File: src/rtl/fp_divide_seq_if.sv
// Start/result handshake bundle for the Q2.14 sequential divider.
// The consumer/producer side (bench or datapath controller) uses the
// master modport; the divider itself uses the slave modport.
interface fp_divide_seq_if #(
    parameter int WIDTH = 16
);
    logic             EN_start;
    logic [WIDTH-1:0] start_num;
    logic [WIDTH-1:0] start_den;
    logic             RDY_start;
    logic [WIDTH-1:0] result_fp;
    logic             result_ovf;
    logic             result_dbz;
    logic             RDY_result;
    logic             EN_result;

    modport master (
        output EN_start, start_num, start_den, EN_result,
        input  RDY_start, result_fp, result_ovf, result_dbz, RDY_result
    );

    modport slave (
        input  EN_start, start_num, start_den, EN_result,
        output RDY_start, result_fp, result_ovf, result_dbz, RDY_result
    );
endinterface

File: src/rtl/fp_divide_seq.sv
// Sequential signed Q2.14 divider: quotient = (num << FRAC) / den.
// Radix-2 restoring division on operand magnitudes, one quotient bit per
// clock, sign applied and saturated on the final edge.
// Build option: define FP_DIVIDE_ROUND_EN to compute one extra quotient bit
// and round to nearest (ties away from zero); adds one cycle of latency.
//
// state | meaning
// ------+---------------------------------------------------------------
// IDLE  | ready for a new operand pair, last result still on the outputs
// CALC  | cnt_q != 0: one restoring step per edge; cnt_q == 0: finalise
// DONE  | result valid, waiting for the consumer to take it
module fp_divide_seq #(
    parameter int WIDTH = 16,
    parameter int FRAC  = 14
) (
    input  logic               CLK,
    input  logic               RST_N,
    fp_divide_seq_if.slave     bus
);

    localparam int N = WIDTH + FRAC;
`ifdef FP_DIVIDE_ROUND_EN
    localparam int RND = 1;
`else
    localparam int RND = 0;
`endif
    localparam int NI = N + RND;
    localparam int CW = $clog2(NI + 1);

    localparam logic [NI-1:0]    POS_LIM = NI'((1 << (WIDTH - 1)) - 1);
    localparam logic [NI-1:0]    NEG_LIM = NI'(1 << (WIDTH - 1));
    localparam logic [WIDTH-1:0] FP_MAX  = {1'b0, {(WIDTH-1){1'b1}}};
    localparam logic [WIDTH-1:0] FP_MIN  = {1'b1, {(WIDTH-1){1'b0}}};

    typedef enum logic [1:0] {
        IDLE = 2'd0,
        CALC = 2'd1,
        DONE = 2'd2
    } state_t;

    state_t           state_q, state_d;
    logic [CW-1:0]    cnt_q, cnt_d;
    logic             sign_q, sign_d;
    logic [WIDTH-1:0] den_mag_q, den_mag_d;
    logic [NI-1:0]    dividend_q, dividend_d;
    logic [WIDTH-1:0] rem_q, rem_d;
    logic [NI-1:0]    quot_q, quot_d;
    logic [WIDTH-1:0] result_fp_q, result_fp_d;
    logic             result_ovf_q, result_ovf_d;
    logic             result_dbz_q, result_dbz_d;

    logic [WIDTH-1:0] num_mag;
    logic [WIDTH-1:0] den_mag_in;
    logic [WIDTH:0]   rem_shift;
    logic             rem_ge;
    logic [WIDTH-1:0] rem_diff;
    logic [NI-1:0]    mag;
    logic [WIDTH-1:0] fin_fp;
    logic             fin_ovf;
    logic             fin_dbz;

    // Operand magnitudes; the most negative value maps onto itself as unsigned 2^(WIDTH-1)
    always_comb begin
        num_mag    = bus.start_num[WIDTH-1] ? (WIDTH'(0) - bus.start_num) : bus.start_num;
        den_mag_in = bus.start_den[WIDTH-1] ? (WIDTH'(0) - bus.start_den) : bus.start_den;
    end

    // One restoring step; the remainder stays below |den| so WIDTH bits hold the difference
    always_comb begin
        rem_shift = {rem_q, dividend_q[NI-1]};
        rem_ge    = (rem_shift >= {1'b0, den_mag_q});
        rem_diff  = rem_shift[WIDTH-1:0] - den_mag_q;
    end

    // Final magnitude (optionally rounded), sign application and saturation
    always_comb begin
`ifdef FP_DIVIDE_ROUND_EN
        mag = {1'b0, quot_q[NI-1:1]} + NI'(quot_q[0]);
`else
        mag = quot_q;
`endif
        fin_fp  = '0;
        fin_ovf = 1'b0;
        fin_dbz = 1'b0;
        if (den_mag_q == '0) begin
            fin_fp  = sign_q ? FP_MIN : FP_MAX;
            fin_ovf = 1'b1;
            fin_dbz = 1'b1;
        end else if (!sign_q) begin
            if (mag > POS_LIM) begin
                fin_fp  = FP_MAX;
                fin_ovf = 1'b1;
            end else begin
                fin_fp = mag[WIDTH-1:0];
            end
        end else begin
            if (mag > NEG_LIM) begin
                fin_fp  = FP_MIN;
                fin_ovf = 1'b1;
            end else begin
                fin_fp = WIDTH'(0) - mag[WIDTH-1:0];
            end
        end
    end

    // Next-state and datapath update
    always_comb begin
        state_d      = state_q;
        cnt_d        = cnt_q;
        sign_d       = sign_q;
        den_mag_d    = den_mag_q;
        dividend_d   = dividend_q;
        rem_d        = rem_q;
        quot_d       = quot_q;
        result_fp_d  = result_fp_q;
        result_ovf_d = result_ovf_q;
        result_dbz_d = result_dbz_q;
        case (state_q)
            IDLE: begin
                if (bus.EN_start) begin
                    sign_d     = bus.start_num[WIDTH-1] ^ bus.start_den[WIDTH-1];
                    den_mag_d  = den_mag_in;
                    dividend_d = {num_mag, {(NI-WIDTH){1'b0}}};
                    rem_d      = '0;
                    quot_d     = '0;
                    // A zero divisor skips the iterations and finalises on the next edge
                    cnt_d      = (den_mag_in == '0) ? '0 : CW'(NI);
                    state_d    = CALC;
                end
            end
            CALC: begin
                if (cnt_q != '0) begin
                    rem_d      = rem_ge ? rem_diff : rem_shift[WIDTH-1:0];
                    quot_d     = {quot_q[NI-2:0], rem_ge};
                    dividend_d = {dividend_q[NI-2:0], 1'b0};
                    cnt_d      = cnt_q - CW'(1);
                end else begin
                    result_fp_d  = fin_fp;
                    result_ovf_d = fin_ovf;
                    result_dbz_d = fin_dbz;
                    state_d      = DONE;
                end
            end
            DONE: begin
                if (bus.EN_result) begin
                    state_d = IDLE;
                end
            end
            default: state_d = IDLE;
        endcase
    end

    // State and datapath registers
    always_ff @(posedge CLK or negedge RST_N) begin
        if (!RST_N) begin
            state_q      <= IDLE;
            cnt_q        <= '0;
            sign_q       <= 1'b0;
            den_mag_q    <= '0;
            dividend_q   <= '0;
            rem_q        <= '0;
            quot_q       <= '0;
            result_fp_q  <= '0;
            result_ovf_q <= 1'b0;
            result_dbz_q <= 1'b0;
        end else begin
            state_q      <= state_d;
            cnt_q        <= cnt_d;
            sign_q       <= sign_d;
            den_mag_q    <= den_mag_d;
            dividend_q   <= dividend_d;
            rem_q        <= rem_d;
            quot_q       <= quot_d;
            result_fp_q  <= result_fp_d;
            result_ovf_q <= result_ovf_d;
            result_dbz_q <= result_dbz_d;
        end
    end

    assign bus.RDY_start  = (state_q == IDLE);
    assign bus.RDY_result = (state_q == DONE);
    assign bus.result_fp  = result_fp_q;
    assign bus.result_ovf = result_ovf_q;
    assign bus.result_dbz = result_dbz_q;

endmodule

File: src/flat_wrapper.sv
// flat-port wrapper written by rule: the top's interface ports become plain ports
module fp_divide_seq_flat 
#(
    parameter int WIDTH = 16,
    parameter int FRAC  = 14
)
  (CLK, RST_N, bus_EN_start, bus_start_num, bus_start_den, bus_EN_result, bus_RDY_start, bus_result_fp, bus_result_ovf, bus_result_dbz, bus_RDY_result);
  fp_divide_seq_if #(.WIDTH(WIDTH)) bus_i ();
  input  logic CLK;
  input  logic RST_N;
  input wire logic [$bits(bus_i.EN_start)-1:0] bus_EN_start;
  input wire logic [$bits(bus_i.start_num)-1:0] bus_start_num;
  input wire logic [$bits(bus_i.start_den)-1:0] bus_start_den;
  input wire logic [$bits(bus_i.EN_result)-1:0] bus_EN_result;
  output wire logic [$bits(bus_i.RDY_start)-1:0] bus_RDY_start;
  output wire logic [$bits(bus_i.result_fp)-1:0] bus_result_fp;
  output wire logic [$bits(bus_i.result_ovf)-1:0] bus_result_ovf;
  output wire logic [$bits(bus_i.result_dbz)-1:0] bus_result_dbz;
  output wire logic [$bits(bus_i.RDY_result)-1:0] bus_RDY_result;
  assign bus_i.EN_start = bus_EN_start;
  assign bus_i.start_num = bus_start_num;
  assign bus_i.start_den = bus_start_den;
  assign bus_i.EN_result = bus_EN_result;
  assign bus_RDY_start = bus_i.RDY_start;
  assign bus_result_fp = bus_i.result_fp;
  assign bus_result_ovf = bus_i.result_ovf;
  assign bus_result_dbz = bus_i.result_dbz;
  assign bus_RDY_result = bus_i.RDY_result;
  fp_divide_seq #(.WIDTH(WIDTH), .FRAC(FRAC)) u_core (.CLK(CLK), .RST_N(RST_N), .bus(bus_i));
endmodule
File: config.mk
export PLATFORM = sky130hd
export DESIGN_NAME = fp_divide_seq_flat
export DESIGN_NICKNAME = d
export VERILOG_FILES = /design/src/rtl/fp_divide_seq_if.sv /design/src/rtl/fp_divide_seq.sv /design/src/flat_wrapper.sv
export SDC_FILE = /design/constraint.sdc
export NUM_CORES = 1
export LEC_CHECK = 0
export ABC_CLOCK_PERIOD_IN_PS = 3500
export CELL_PAD_IN_SITES_DETAIL_PLACEMENT = 0
export CELL_PAD_IN_SITES_GLOBAL_PLACEMENT = 2
export CORE_MARGIN = 8
export CORE_UTILIZATION = 36
export DETAILED_ROUTE_END_ITERATION = 6
export PLACE_DENSITY = 0.79
export SKIP_CTS_REPAIR_TIMING = 1
export SYNTH_ARGS = -nofsm -noshare
export SYNTH_HDL_FRONTEND = slang
export SYNTH_SLANG_ARGS = --single-unit
File: constraint.sdc
create_clock -name CLK -period 3.5 [get_ports CLK]
set_clock_uncertainty 0.05 [all_clocks]
set_input_delay 0.7 -clock CLK [delete_from_list [all_inputs] [get_ports CLK]]
set_output_delay 0.7 -clock CLK [all_outputs]
set_load 0.01 [all_outputs]
======== After elaboration in Yosys (flattened, before gate mapping) ========
Index checks and enable logic that the tools add are counted.
word-level totals
  word-level logic and storage cells ...... 65
  register bits after elaboration ......... 118
  bits of input ports ..................... 36
  output and inout bits ................... 20
operators by class
  add/sub/neg operators ................... 5
  magnitude comparators ................... 3
  muxes and demuxes ....................... 30
  eq/ne operators ......................... 6
  bitwise gates (word level) .............. 2
  reductions and logical operators ........ 9
operators by type and width
  operator               count
  $mux 16                10
  $mux 30                4
  $pmux 30 s2            2
  $sub 1x16->16 const A  3
  $logic_not 16->1       2
  $pmux 16 s2            1
  $gt 30x15->1 const B   1
  $gt 30x16->1 const B   1
  $ge 17x16->1           1
  $sub 16x16->16         1
  $mux 5                 3
  $pmux 5 s2             1
  $mux 2                 3
  $ne 2x2->1 const B     3
  $pmux 2 s3             1
  $reduce_and 3->1       2
  $mux 1                 5
  $reduce_bool 5->1      1
  $sub 5x1->5 const B    1
  $reduce_and 2->1       2
  $eq 2x1->1 const B     1
  $eq 2x2->1 const B     1
  $logic_not 2->1        1
  $ne 2x1->1 const B     1
  3 further kinds        3

======== Logic depth before layout (Yosys ltp) ========
  depth after elaboration ................. 6
  gate-level depth with buffers ........... 11
  gate-level depth less buffers ........... 9

======== Worst setup path after synthesis ========
Ideal clock, no wire load.
  kind .................................... flip-flop to flip-flop
  start point ............................. reg u_core.dividend_q[29]
  end point ............................... reg u_core.rem_q[14]
  clock period less this slack ............ 2.533 ns
  cell stages (with the launch flop) ...... 10
  setup time .............................. 0.126 ns
  arrival ................................. 2.357 ns
  path buffers ............................ 0
  data required time ...................... 3.324 ns
  setup slack ............................. 0.967 ns
  cell sequence ........................... dfrtp_1 -> inv_1 -> ha_1 -> fa_1 -> nand2b_1 -> a21oi_1 -> o2111ai_1 -> a2111oi_0 -> a211oi_1 -> a221o_1
on the way
  cells in the longest elaborated chain, start to end .. 4
  elaborated cells between the ends (all ways) .. 5
  those cells by class .................... 1 x add/sub; 1 x order compare; 3 x mux
ends and longest elaborated chain
  element                                                RTL line                                  source
  start: declaration                                     fp_divide_seq.sv:45                       logic [NI-1:0] dividend_q, dividend_d;
  start signal: assignment                               fp_divide_seq.sv:171                      dividend_q <= dividend_d;
  $sub 16x16->16 / $ge 17x16->1 (equally long branches)  fp_divide_seq.sv:72, fp_divide_seq.sv:71
  $mux 16 (*)                                            fp_divide_seq.sv:133                      rem_d = rem_ge ? rem_diff : rem_shift[WIDTH-1:0];
  $mux 16 (*)                                            fp_divide_seq.sv:132                      if (cnt_q != '0) begin
  $pmux 16 s2 (*)                                        fp_divide_seq.sv:118                      case (state_q)
  end signal: assignment                                 fp_divide_seq.sv:172                      rem_q <= rem_d;
  end: declaration                                       fp_divide_seq.sv:46                       logic [WIDTH-1:0] rem_q, rem_d;
Mark *: on every way between the ends. The rest lies on a longest branch, timed or not. The select of a mux whose other input is x is not followed.
A chain may end at the register's enable or synchronous reset.

======== Final worst setup path ========
  start point ............................. in bus_start_den[0]
  end point ............................... reg u_core.cnt_q[1]
on the way
  cells in the longest elaborated chain, start to end .. 6
ends and longest elaborated chain
  element                 RTL line              source
  start: declaration      flat_wrapper.sv:13    input wire logic [$bits(bus_i.start_den)-1:0] bus_start_den;
  $sub 1x16->16           fp_divide_seq.sv:65   den_mag_in = bus.start_den[WIDTH-1] ? (WIDTH'(0) - bus.start_den) : bus.start_den;
  $mux 16 (*)             fp_divide_seq.sv:65
  $logic_not 16->1 (*)    fp_divide_seq.sv:127  cnt_d = (den_mag_in == '0) ? '0 : CW'(NI);
  $mux 5 (*)              fp_divide_seq.sv:127
  $mux 5 (*)              fp_divide_seq.sv:120  if (bus.EN_start) begin
  $pmux 5 s2 (*)          fp_divide_seq.sv:118
  end signal: assignment  fp_divide_seq.sv:168  cnt_q <= cnt_d;
  end: declaration        fp_divide_seq.sv:42   logic [CW-1:0] cnt_q, cnt_d;
Marks and branches as above.

==> metrics.csv <==
stage,metric,value,unit
pwr,p_total,7.27,mW
sta,slew_headroom,0.439,
detailed_routing,drt_iter0_drc,350,
sta,maxClockFrequency,0.338,GHz
yosys,netlist_top_cells_area,"dfrtp_1, nand2_1, o21ai_0",
detailed_routing,viasPerCell,5.58,
grt,gr-total-overflow,0,
final_layout,final_cell_mix,"nand2_1, dfrtp_1, o21ai_0",
placement,hpwl,14200,µm
floorplanning,core_area,18500,µm²
final_layout,finish.net_count,902,
detailed_routing,top_layer,met4,
floorplanning,die_h,153,µm
sta,fin_crit,2960,ps
floorplanning,rows,50,
floorplanning,die_w,153,µm
grt,track_usage,0.167,
floorplanning,ioPinCount,56,
grt,grt_pass1_wl,31900,µm
yosys,syn_area,6730,µm²
clock_network,cts_root_buffer,clkbuf_16,
detailed_routing,wl_met1,8690,µm
final_layout,area_delta_synth_final,15.7,%
detailed_routing,dr_wl_met3,749,µm
placement,io_buffer_count,55,
yosys,syn-num-nets,860,
yosys,avgSynthCellArea,8.39,µm²
placement,gp_congestion,0.878,
clock_network,numCtsBuffers,9,
critical_path,r2r_setup_slack,570,ps
detailed_routing,vias,6047,
critical_path,setup.worst_path.class,input port to register,
critical_path,crit_path_start,bus_start_den[0],
final_layout,drive_gt1_frac,0.0601,
hold_path,hp-class,input port to async pin,
sta,holdWs,311,ps
yosys,synth_flop_cell,dfrtp_1,
yosys,synth_seq_cells,104,
detailed_routing,drcViolationCount,0,
clock_network,cts.sinks,104,
detailed_routing,antenna_left,0,
critical_path,rr_startpoint,u_core.dividend_q[29],
critical_path,worstSetupStartpointType,input port,
sta,slew_viol_final,0,
critical_path,path_max_fanout,5,
clock_network,insertion_delay,350,ps
detailed_routing,route.met2.wl,9560,µm
pwr,leakage,3.21,nW
detailed_routing,wl,19300,µm
sta,layout_setup_ws,545,ps
job,cap_violations,0,
yosys,synth_top_area_cell,dfrtp_1,
yosys,syn_inst,802,
floorplanning,fp.dieArea,23300,µm²
floorplanning,start_util,0.364,
sta,timing.final.crit_share,0.844,
clock_network,clkSlewWorstSetupHoldPaths,70,ps
final_layout,final_common_cell,nand2_1,
yosys,yosysSeqAreaShare,0.387,
sta,tns,0,ps
yosys,synth_top_area_frac,0.387,
final_layout,fillers,1882,
pwr,peakVddDrop,0.000435,V
detailed_routing,wl_per_cell,17.8,µm
yosys,synth_cell_types,75,
clock_network,cts_tree,done,
detailed_routing,firstDrtPassIters,5,
clock_network,htreeDepth,3,
clock_network,clockBufferDepth,2,
sta,hold_viol_final,0,
grt,antenna_found_initial,0,
outcome,status,"finished, final reports clean",
yosys,synthArstFlopShare,1.00,
yosys,synth_warnings,0,
grt,grt_pass1_vias,6129,
critical_path,required,3640,ps
critical_path,cp_data_arrival_time,3100,ps
sta,setup_viol,0,
grt,grt_max_degree,84,
yosys,synth_edf_count,0,
pwr,power.density,933,nW/µm²
final_layout,antenna_cells,0,
critical_path,endpoint_kind,register,
sta,tightest_slew,837,ps
placement,pre_cts_ws,173,ps
sta,rsz0062_at_grt,no,
[registers in the layout (all words and copies together) (netlist names)]
signal and flops:
u_core.bus.result_ovf 1, u_core.rem_q 16, u_core.mag 30, u_core.dividend_q 16
u_core.sign_q 1, u_core.bus.result_fp 16, u_core.den_mag_q 16, u_core.cnt_q 5
u_core.bus.result_dbz 1, u_core.state_q 2
[critical path: stages]
cell	delay (ps)
clkdlybuf4s50_1	480
inv_1	100
ha_1	170
nor3b_1	510
a311oi_1	190
nor4_1	220
o2111ai_1	220
nor4_2	410
a211oi_1	100
[per-stage QoR]
stage / instance area (µm²) / std cells / util
4_1_cts: 7790 / 1083 / 0.421
5_1_grt: 7790 / 1083 / 0.421
2_1_floorplan: 6730 / 802 / -
3_5_place_dp: 7480 / 1067 / 0.404
3_3_place_gp: 7480 / 1067 / 0.404
6_report: 7790 / 1083 / 0.421
[synthesized netlist by cell type, types with 11 or more instances]
master	n
nor2_1	58
nor4_1	13
xnor2_1	23
inv_1	33
a21oi_1	50
nand4_1	18
o21ai_0	85
nor3_1	23
o31ai_1	11
xor2_1	17
a31oi_1	12
clkbuf_1	25
ha_1	21
nand2_1	125
a211oi_1	12
dfrtp_1	104
[path summary, 6_finish.rpt]
| kind | endpoint | cells past startpoint |
|---|---|---|
| min in group CLK | u_core.dividend_q[20] | 2 |
| worst max-delay path | u_core.cnt_q[1] | 9 |
| worst min register to register | u_core.dividend_q[20] | 2 |
| max in group asynchronous | u_core.mag[14] | 2 |
| worst min-delay path | u_core.mag[22] | 1 |
| worst max register to register | u_core.rem_q[14] | 9 |
[per-layer routing]
| metal | global-route usage | up-vias |
|---|---|---|
| met5 | 0 | - |
| met4 | 0.0485 | 0 |
| met3 | 0.0284 | 16 |
| met2 | 0.289 | 113 |
| met1 | 0.209 | 2927 |
| li1 | - | 2991 |
[cells by family after synthesis]
kind of cell / synth area share
AND/OR/NAND/NOR: 0.225
adder cells (fa/ha/maj): 0.0420
buffers and inverters: 0.0548
XOR/XNOR: 0.0520
multiplexers: 0.00595
AO/OA/AOI/OAI: 0.233
flip-flops: 0.387
[final cells by class]
class	instances	area, µm²	area share
sequential	104	2600	0.334
clock buffer	11	243	0.0312
multi-input combinational	621	3770	0.484
clock inverter	5	61.3	0.00787
timing repair buffer	74	691	0.0887
tap	234	293	0.0376
inverter	34	128	0.0164
[power breakdown]
group	switching, mW	internal [mW]	total (mW)
Clock	0.481	0.581	1.06
Combinational	2.27	1.66	3.93
Sequential	0.511	1.76	2.27
(Power assumes the default switching activity.)
